[src/rtl/alu_operate_sequencer.sv]
// LC-3 ADD/AND/NOT sequencer owning the 8x16 register file; legal ops take 4 cycles (IDLE-READ-EXEC-WRITE).
// Illegal opcodes take 2 cycles; instr_ready is low while busy and while an external load is pending.
module alu_operate_sequencer (
  input  logic        clk,
  input  logic        rst_n,
  input  logic        instr_valid,
  input  logic [15:0] instr,
  output logic        instr_ready,
  input  logic        ext_wr_en,
  input  logic [2:0]  ext_wr_addr,
  input  logic [15:0] ext_wr_data,
  input  logic [2:0]  dbg_addr,
  output logic [15:0] dbg_data,
  output logic [1:0]  alu_select,
  output logic [15:0] alu_in_a,
  output logic [15:0] alu_in_b,
  input  logic [15:0] alu_out,
  output logic [2:0]  nzp,
  output logic        done,
  output logic        illegal
);

  typedef enum logic [2:0] {
    S_IDLE,
    S_READ,
    S_EXEC,
    S_WRITE,
    S_ILLEGAL
  } state_t;

  localparam logic [3:0] OP_ADD = 4'b0001;
  localparam logic [3:0] OP_AND = 4'b0101;
  localparam logic [3:0] OP_NOT = 4'b1001;

  state_t      state, next_state;
  logic [15:0] rf [8];
  logic [15:0] instr_q;
  logic [15:0] result_q;
  logic        in_legal;
  logic [15:0] b_operand;
  logic [1:0]  sel_dec;

  // Opcode of the word being offered decides the branch out of IDLE.
  assign in_legal = (instr[15:12] == OP_ADD) || (instr[15:12] == OP_AND) ||
                    (instr[15:12] == OP_NOT);

  always_comb begin
    b_operand = 16'h0000;
    sel_dec   = 2'b00;
    case (instr_q[15:12])
      OP_AND: sel_dec = 2'b10;
      OP_NOT: sel_dec = 2'b01;
      default: sel_dec = 2'b00;
    endcase
    if (instr_q[15:12] != OP_NOT) begin
      if (instr_q[5]) b_operand = {{11{instr_q[4]}}, instr_q[4:0]};
      else            b_operand = rf[instr_q[2:0]];
    end
  end

  always_ff @(posedge clk or negedge rst_n) begin
    if (!rst_n) state <= S_IDLE;
    else        state <= next_state;
  end

  always_comb begin
    next_state  = state;
    instr_ready = 1'b0;
    done        = 1'b0;
    illegal     = 1'b0;
    case (state)
      S_IDLE: begin
        instr_ready = !ext_wr_en;
        if (instr_valid && !ext_wr_en) next_state = in_legal ? S_READ : S_ILLEGAL;
      end
      S_READ:    next_state = S_EXEC;
      S_EXEC:    next_state = S_WRITE;
      S_WRITE: begin
        done       = 1'b1;
        next_state = S_IDLE;
      end
      S_ILLEGAL: begin
        illegal    = 1'b1;
        next_state = S_IDLE;
      end
      default:   next_state = S_IDLE;
    endcase
  end

  always_ff @(posedge clk or negedge rst_n) begin
    if (!rst_n) begin
      for (int i = 0; i < 8; i++) rf[i] <= 16'h0000;
      instr_q    <= 16'h0000;
      result_q   <= 16'h0000;
      alu_in_a   <= 16'h0000;
      alu_in_b   <= 16'h0000;
      alu_select <= 2'b00;
      nzp        <= 3'b010;
    end else begin
      case (state)
        S_IDLE: begin
          if (ext_wr_en) rf[ext_wr_addr] <= ext_wr_data;
          else if (instr_valid) instr_q <= instr;
        end
        S_READ: begin
          alu_in_a   <= rf[instr_q[8:6]];
          alu_in_b   <= b_operand;
          alu_select <= sel_dec;
        end
        S_EXEC: result_q <= alu_out;
        S_WRITE: begin
          rf[instr_q[11:9]] <= result_q;
          if (result_q[15])             nzp <= 3'b100;
          else if (result_q == 16'h0000) nzp <= 3'b010;
          else                          nzp <= 3'b001;
        end
        default: ;
      endcase
    end
  end

  assign dbg_data = rf[dbg_addr];

endmodule

[config.mk]
export PLATFORM = sky130hd
export DESIGN_NAME = alu_operate_sequencer
export DESIGN_NICKNAME = d
export VERILOG_FILES = /design/src/rtl/alu_operate_sequencer.sv
export SDC_FILE = /design/constraint.sdc
export NUM_CORES = 1
export LEC_CHECK = 0
export BUFFER_PORTS_ARGS = -buffer_cell sky130_fd_sc_hd__buf_2
export CAP_MARGIN = 0
export CORE_ASPECT_RATIO = 0.5
export CORE_MARGIN = 2
export CORE_UTILIZATION = 40
export DETAILED_ROUTE_END_ITERATION = 7
export GPL_ROUTABILITY_DRIVEN = 0
export PLACE_DENSITY = 0.58
export SETUP_SLACK_MARGIN = 0.05
export SKIP_LAST_GASP = 1
export SLEW_MARGIN = 30
export SYNTH_ARGS = -nofsm -noshare
export SYNTH_HDL_FRONTEND = slang
export SYNTH_SLANG_ARGS = --single-unit
[constraint.sdc]
create_clock -name clk -period 5.3 [get_ports clk]
set_input_delay 0.265 -clock clk [delete_from_list [all_inputs] [get_ports clk]]
set_output_delay 0.265 -clock clk [all_outputs]
set_load 0.05 [all_outputs]
==> results by group, run 1 <==
Status
  • Status: complete, no violations

Power
  • Pwr/cell area: 601.9 mW/mm²
  • Leak: 5.831 nW
  • Worst VDD drop: 0.2603 mV

Logic synthesis
  • Share of flip-flops with an asynchronous set or reset: 1.000
  • Number of flops mapped to enable cells by yosys: 0
  • #FFs+latches synth: 200
  • Area leader, netlist: dfrtp_1
  • Synthesized net count: 1,005
  • Top_reg_cell synth: dfrtp_1
  • Synth Area in Simple Gates: 0.06492
  • Avg Cell Area, Syn: 12.52 µm²
  • Syn Std Cell Area: 0.01185 mm²
  • Cells after Synth: 947
  • Synth unique cells: 45
  • Synth area leaders: dfrtp_1 (42%), mux4_2 (15%), mux2_2 (14%)
  • Largest family of logic cells by synthesized area: multiplexers
  • Post-Synth XOR/XNOR Area: 0
  • Synth Area in Compound Gates: 0.1047
  • Sequential area share after synthesis: 0.4224
  • Post-synth top area share: 0.4201
  • Mux cell area share after synthesis: 0.3678
  • Synth warnings: 0
  • Synth Area in Adders: 0

GRT
  • Number of global-route vias before repair: 9,271
  • GRT overflow: 0
  • Largest net degree at the start of global routing: 73
  • Total Routing Usage GR: 0.2569
  • First-pass GRT wire length: 59,170 µm
  • Initial antenna violation count: 0

Clocking
  • Clock Pin Slew Worst Setup and Hold Paths: 0.07 ns
  • Root Driver: clkbuf_16
  • Setup Buffers After CTS: 0
  • CTS tree: yes
  • Clock Sinks: 200
  • Post-CTS Resized: 0
  • CTS buffer count: 17
  • Skew-Pair Late Insertion Delay: 0.45 ns
  • Clk buf depth: 2
  • Total number of H-tree levels: 4

Final layout
  • Layout cells sized above 1: 0.4270
  • Ant. Diodes: 0
  • Final-layout fill cell count: 2,672
  • Area grow syn2layout: 12.20%
  • Final net count: 1,075

Timing
  • Hold Fails Final Rpt: 0
  • Slew @ Worst Pin: 1.081 ns
  • Setup TNS: 0 ns
  • # setup viols final: 0
  • Final Slew Violations: 0
  • Clk_skew: 0.008167 ns
  • Final WS setup: 2.013 ns
  • Max Fclk: 304.3 MHz
  • Minimum clock period: 3.287 ns
  • RSZ-0062 raised after global routing: false
  • Slew HR: 0.2795
  • Tcrit/Tclk final: 0.6201

Floorplanning
  • IO Pins: 114
  • Core ar.: 0.02907 mm²
  • Die area: 0.03111 mm²
  • DIE WIDTH: 247.4 µm
  • Num rows: 44
  • Die height: 125.7 µm
  • Initial Util: 0.4078

Placement
  • DP Worst Slack: 2.082 ns
  • Port Buf Inserts: 113
  • HPWL after DPL: 23,980 µm

Critical path
  • Crit path arrival time: 3.02 ns
  • Type of the worst setup path: reg -> out
  • Worst Path Required: 5.04 ns
  • Crit Path Max Fanout: 18
  • Worst Setup End Kind: primary output
  • CP Launch Type: register
  • Reg2reg end: rf[127]
  • Worst setup startpoint: state[2]
  • Register-to-register setup slack: 2.03 ns
  • Critical Path Sink: done
  • R2R depth: 5
  • Reg2reg start: state[2]

Detailed routing
  • Drt drc: 0
  • ANT nets after route: 0
  • Via density: 6.408
  • Routed via count: 9,093
  • Initial DRT Pass Iterations: 5
  • DRT iter0 DRCs: 1,000
  • Drt wl/cell: 27.50 µm
  • DRT Wirelength: 39,030 µm

Hold path
  • Hold Crit Class: in -> reg

Run
  • Max_cap viols: 0
repair_timing:
item,4_1_cts,5_1_grt
hold buffers,1,0
endpoints found under the setup margin,0,0
hold endpoints to repair,65,0
how the worst min path moves through the flow:
stage | from | end | slack [ns] | depth (start not counted)
final | alu_out[13] | result_q[13] | 0.04 | 2
after global routing | alu_out[14] | result_q[14] | 0.04 | 2
after CTS | alu_out[13] | result_q[13] | 0.03 | 2
after detailed placement | rst_n | alu_in_a[11] | 0.30 | 1
after global placement | rst_n | alu_in_a[11] | 0.29 | 1
after floorplan | rst_n | alu_in_a[0] | -0.03 | 0
report_power, final:
part           total (mW)  internal [mW]  switching, mW
Clock                1.39          0.790          0.598
Sequential           2.80           2.13          0.671
Combinational        3.82           1.63           2.19
synthesized netlist by cell type (6+ instances only):
master,n
buf_6,9
o221ai_1,12
mux4_2,81
dfrtp_1,199
a22oi_1,12
nand2_1,108
mux2_4,30
clkbuf_1,37
o21ai_0,23
buf_2,33
nand3_1,9
nor2b_1,6
mux2_2,143
mux2i_1,44
o22ai_1,128
nor2_1,10
registers in the layout (all words and copies together), names as in the netlist:
signal and count:
rf 128, alu_select 2, alu_in_b 16, alu_in_a 16, state 3, nzp 3, result_q 16, instr_q 16
stage by stage:
stage                     cells  utilization  hold slack, ns  total power [mW]  instance area, µm²
after floorplan             947            -        -0.03059             5.470               11850
after global placement     1387       0.4355          0.2920             6.481               12660
after detailed placement   1387       0.4356          0.3026             6.577               12660
after CTS                  1418       0.4568         0.03373             7.960               13280
after global routing       1419       0.4575         0.03548             8.361               13300
final                      1419       0.4575         0.04399             8.005               13300
cell usage in the layout, fill, tap and decap left out, types with 12 or more instances in the layout:
master     instances
dfrtp_1          197
mux2_2           143
o22ai_1          128
buf_2            112
nand2_1          107
mux4_2            81
mux2i_1           44
mux2_4            30
o21ai_0           23
buf_4             23
clkbuf_16         17
o221ai_1          12
a22oi_1           12
layer usage:
metal,wire length (µm),global-route usage,vias up
met4,984,0.08418,0
met3,3069,0.04817,83
met1,16620,0.3594,4739
met2,18350,0.4049,442
met5,0,0,-
li1,-,-,3829
final cells by class:
type	instances	area, µm²	area share
multi-input combinational	655	6397	0.4810
sequential	200	5009	0.3766
timing repair buffer	139	783.3	0.05890
tap	391	489.2	0.03679
clock buffer	23	488.0	0.03669
clock inverter	7	117.6	0.008844
inverter	4	15.01	0.001129
worst max-delay path, stage by stage, from the launching register on:
cell	delay, ns
dfrtp_1	0.53
nand3b_1	0.69
clkinv_1	0.88
buf_2	0.47
logic make-up (layout without fill, tap and decap cells):
family          Yosys count  count (layout)
mux                     301             301
simple gates            164             164
compound gates          190             190
buf+inv                  92             173
flops                   200             200
Note: power is estimated with default switching activity, not from simulation.
==> inputs of run 2 (changes only) <==
PLACE_DENSITY = 0.6   (was 0.58)
clock period = 2.7 ns   (was 5.3 ns; I/O delays follow)
==> results by group, run 2 (same netlist as run 1, synthesis figures left out) <==
Clocking
  • CTS buffer count: 17 (unchanged)
  • CTS tree: yes (unchanged)
  • Skew-Pair Late Insertion Delay: 0.45 ns (about the same)
  • Clock Sinks: 200 (unchanged)
  • Total number of H-tree levels: 4 (unchanged)
  • Clk buf depth: 2 (unchanged)
  • Root Driver: clkbuf_16 (unchanged)
  • Clock Pin Slew Worst Setup and Hold Paths: 0.07 ns (about the same)

Critical path
  • Slowest stage delay, CP: 0.66 ns (was 0.88 ns)
  • Crit Path Max Fanout: 16 (was 18)
  • Crit path arrival time: 2.66 ns (was 3.02 ns)
  • Reg2reg start: state[1] (was state[2])
  • Worst setup startpoint: state[1] (was state[2])
  • Worst Setup End Kind: register (was primary output)
  • Crit path cell chain: nor4b_4 -> nand4_1 -> o21ai_4 -> mux2_2 (was nand3b_1 -> clkinv_1 -> buf_2)
  • Reg2reg end: rf[34] (was rf[127])
  • Critical Path Sink: rf[34] (was done)
  • Type of the worst setup path: reg -> reg (was reg -> out)
  • Crit path max-delay cell type: nor4b_4 (was clkinv_1)
  • Register-to-register setup slack: 0.36 ns (was 2.03 ns)
  • Worst Path Required: 3.03 ns (was 5.04 ns)
  • R2R depth: 4 (was 5)
  • CP Launch Type: register (unchanged)

Timing
  • Slew @ Worst Pin: 0.8364 ns (was 1.081 ns)
  • RSZ-0062 raised after global routing: false (unchanged)
  • Tcrit/Tclk final: 0.8649
  • Max Fclk: 428.2 MHz
  • Hold Fails Final Rpt: 0 (unchanged)
  • Clk_skew: 0.01337 ns (was 0.008167 ns)
  • Final Slew Violations: 0 (unchanged)
  • Minimum clock period: 2.335 ns
  • # setup viols final: 0 (unchanged)
  • Final WS setup: 0.3649 ns (was 2.013 ns)
  • Slew HR: 0.4403 (was 0.2795)

GRT
  • First-pass GRT wire length: 58,790 µm (was 59,170 µm)
  • Initial antenna violation count: 0 (unchanged)
  • Total Routing Usage GR: 0.2552 (was 0.2569)
  • Number of global-route vias before repair: 9,520 (was 9,271)
  • Largest net degree at the start of global routing: 60 (was 73)
  • GRT overflow: 0 (unchanged)

Floorplanning
  • IO Pins: 114 (unchanged)
  • Die height: 125.7 µm (unchanged)
  • DIE WIDTH: 247.4 µm (unchanged)
  • Num rows: 44 (unchanged)
  • Initial Util: 0.4078 (unchanged)
  • Core ar.: 0.02907 mm² (unchanged)
  • Die area: 0.03111 mm² (unchanged)

Placement
  • Port Buf Inserts: 113 (unchanged)
  • DP Worst Slack: -0.2702 ns (was 2.082 ns)
  • HPWL after DPL: 23,470 µm (was 23,980 µm)

Final layout
  • Area grow syn2layout: 16.88% (was 12.20%)
  • Max FFs per register: 128 (unchanged)
  • Reg with most FFs: rf (unchanged)
  • Ant. Diodes: 0 (unchanged)
  • Commonest cells after routing, fill and taps aside: dfrtp_1 (197), mux2_2 (143), o22ai_1 (128) (unchanged)
  • Final net count: 1,124 (was 1,075)
  • Layout cells sized above 1: 0.4235 (was 0.4270)
  • Commonest non-fill, non-tap cell in the layout: dfrtp_1 (unchanged)

Detailed routing
  • ANT nets after route: 0 (unchanged)
  • Initial DRT Pass Iterations: 6 (was 5)
  • Routed via count: 9,372 (was 9,093)
  • Via density: 6.376 (was 6.408)
  • DRT iter0 DRCs: 1,077 (was 1,000)
  • DRT Wirelength: 38,890 µm (was 39,030 µm)
  • Drt drc: 0 (unchanged)
  • Drt wl/cell: 26.46 µm (was 27.50 µm)

Power
  • Leak: 6.073 nW (was 5.831 nW)
  • Pwr/cell area: 1155 mW/mm² (was 601.9 mW/mm²)
  • Overall power: 16.00 mW (was 8.005 mW)
  • Worst VDD drop: 0.5384 mV (was 0.2603 mV)

Status
  • Status: complete, no violations (unchanged)

Hold path
  • Hold Crit Class: in -> reg (unchanged)

Run
  • Max_cap viols: 0 (unchanged)
==> run 2: changes by cell type in the layout (fill, tap and decap cells not counted), moves of 2 or more <==
cell           delta
dlygate4sd3_1    +32
buf_4            +11
buf_12            +8
inv_6             +6
clkbuf_8          -3
clkinvlp_4        +3
o21ai_2           -3
o21ai_4           +3
a31oi_2           +2
a31oi_4           -2
clkbuf_1          -2
==> run 2: repair_timing <==
item,4_1_cts,5_1_grt
pin swaps,0,1
gates resized for setup,1,0
buffers inserted,0,2
endpoints found under the setup margin,129,8
hold buffers,33,0
endpoints found under the hold margin,87,0
==> run 2: worst min path at each step <==
stage / start / end / slack, ns / depth (start not counted)
CTS: ext_wr_en / state[0] / 0.07 / 4
global route: ext_wr_en / state[0] / 0.11 / 4
global placement: rst_n / alu_in_a[11] / 0.16 / 1
finish: ext_wr_en / state[0] / 0.09 / 4
floorplan: rst_n / alu_in_a[0] / -0.16 / 0
detailed placement: rst_n / rf[91] / 0.16 / 1
==> run 2: worst max-delay path, delay by kind of cell, from the launching register on <==
family | cells | cell delay, ns
AO/OA/AOI/OAI | 1 | 0.39
AND/OR/NAND/NOR | 2 | 0.90
multiplexers | 1 | 0.42
flip-flops | 1 | 0.50
==> run 2: report_power, final <==
part | switching (mW) | internal, mW | total [mW]
registers | 1.29 | 4.18 | 5.47
logic | 4.37 | 3.38 | 7.75
clock network | 1.27 | 1.51 | 2.79
==> run 2: final cells by class <==
type,instances,area [µm²]
Fill cell,2596,15210
Multi-Input combinational cell,655,6395
Sequential cell,200,5009
Timing Repair Buffer,188,1320
Tap cell,391,489.2
Clock buffer,18,439.2
Clock inverter,14,185.2
Inverter,4,16.27
==> run 2: through the flow <==
step | area, µm² | utilization | setup TNS, ns | std cells | hold slack (ns)
2_1_floorplan | 11850 | - | 0 | 947 | -0.1606
4_1_cts | 13840 | 0.4761 | 0 | 1468 | 0.07134
6_report | 13850 | 0.4766 | 0 | 1470 | 0.09346
3_5_place_dp | 12880 | 0.4432 | -25.67 | 1403 | 0.1628
5_1_grt | 13850 | 0.4766 | 0 | 1470 | 0.1111
3_3_place_gp | 12860 | 0.4423 | -0.7032 | 1403 | 0.1566
==> run 2: metal layers <==
layer | vias up | part of all wire | global-route usage
met5 | - | 0 | 0
met4 | 0 | 0.038 | 0.1067
met2 | 496 | 0.47 | 0.4070
met1 | 4830 | 0.41 | 0.3414
li1 | 3944 | - | -
met3 | 102 | 0.083 | 0.05158
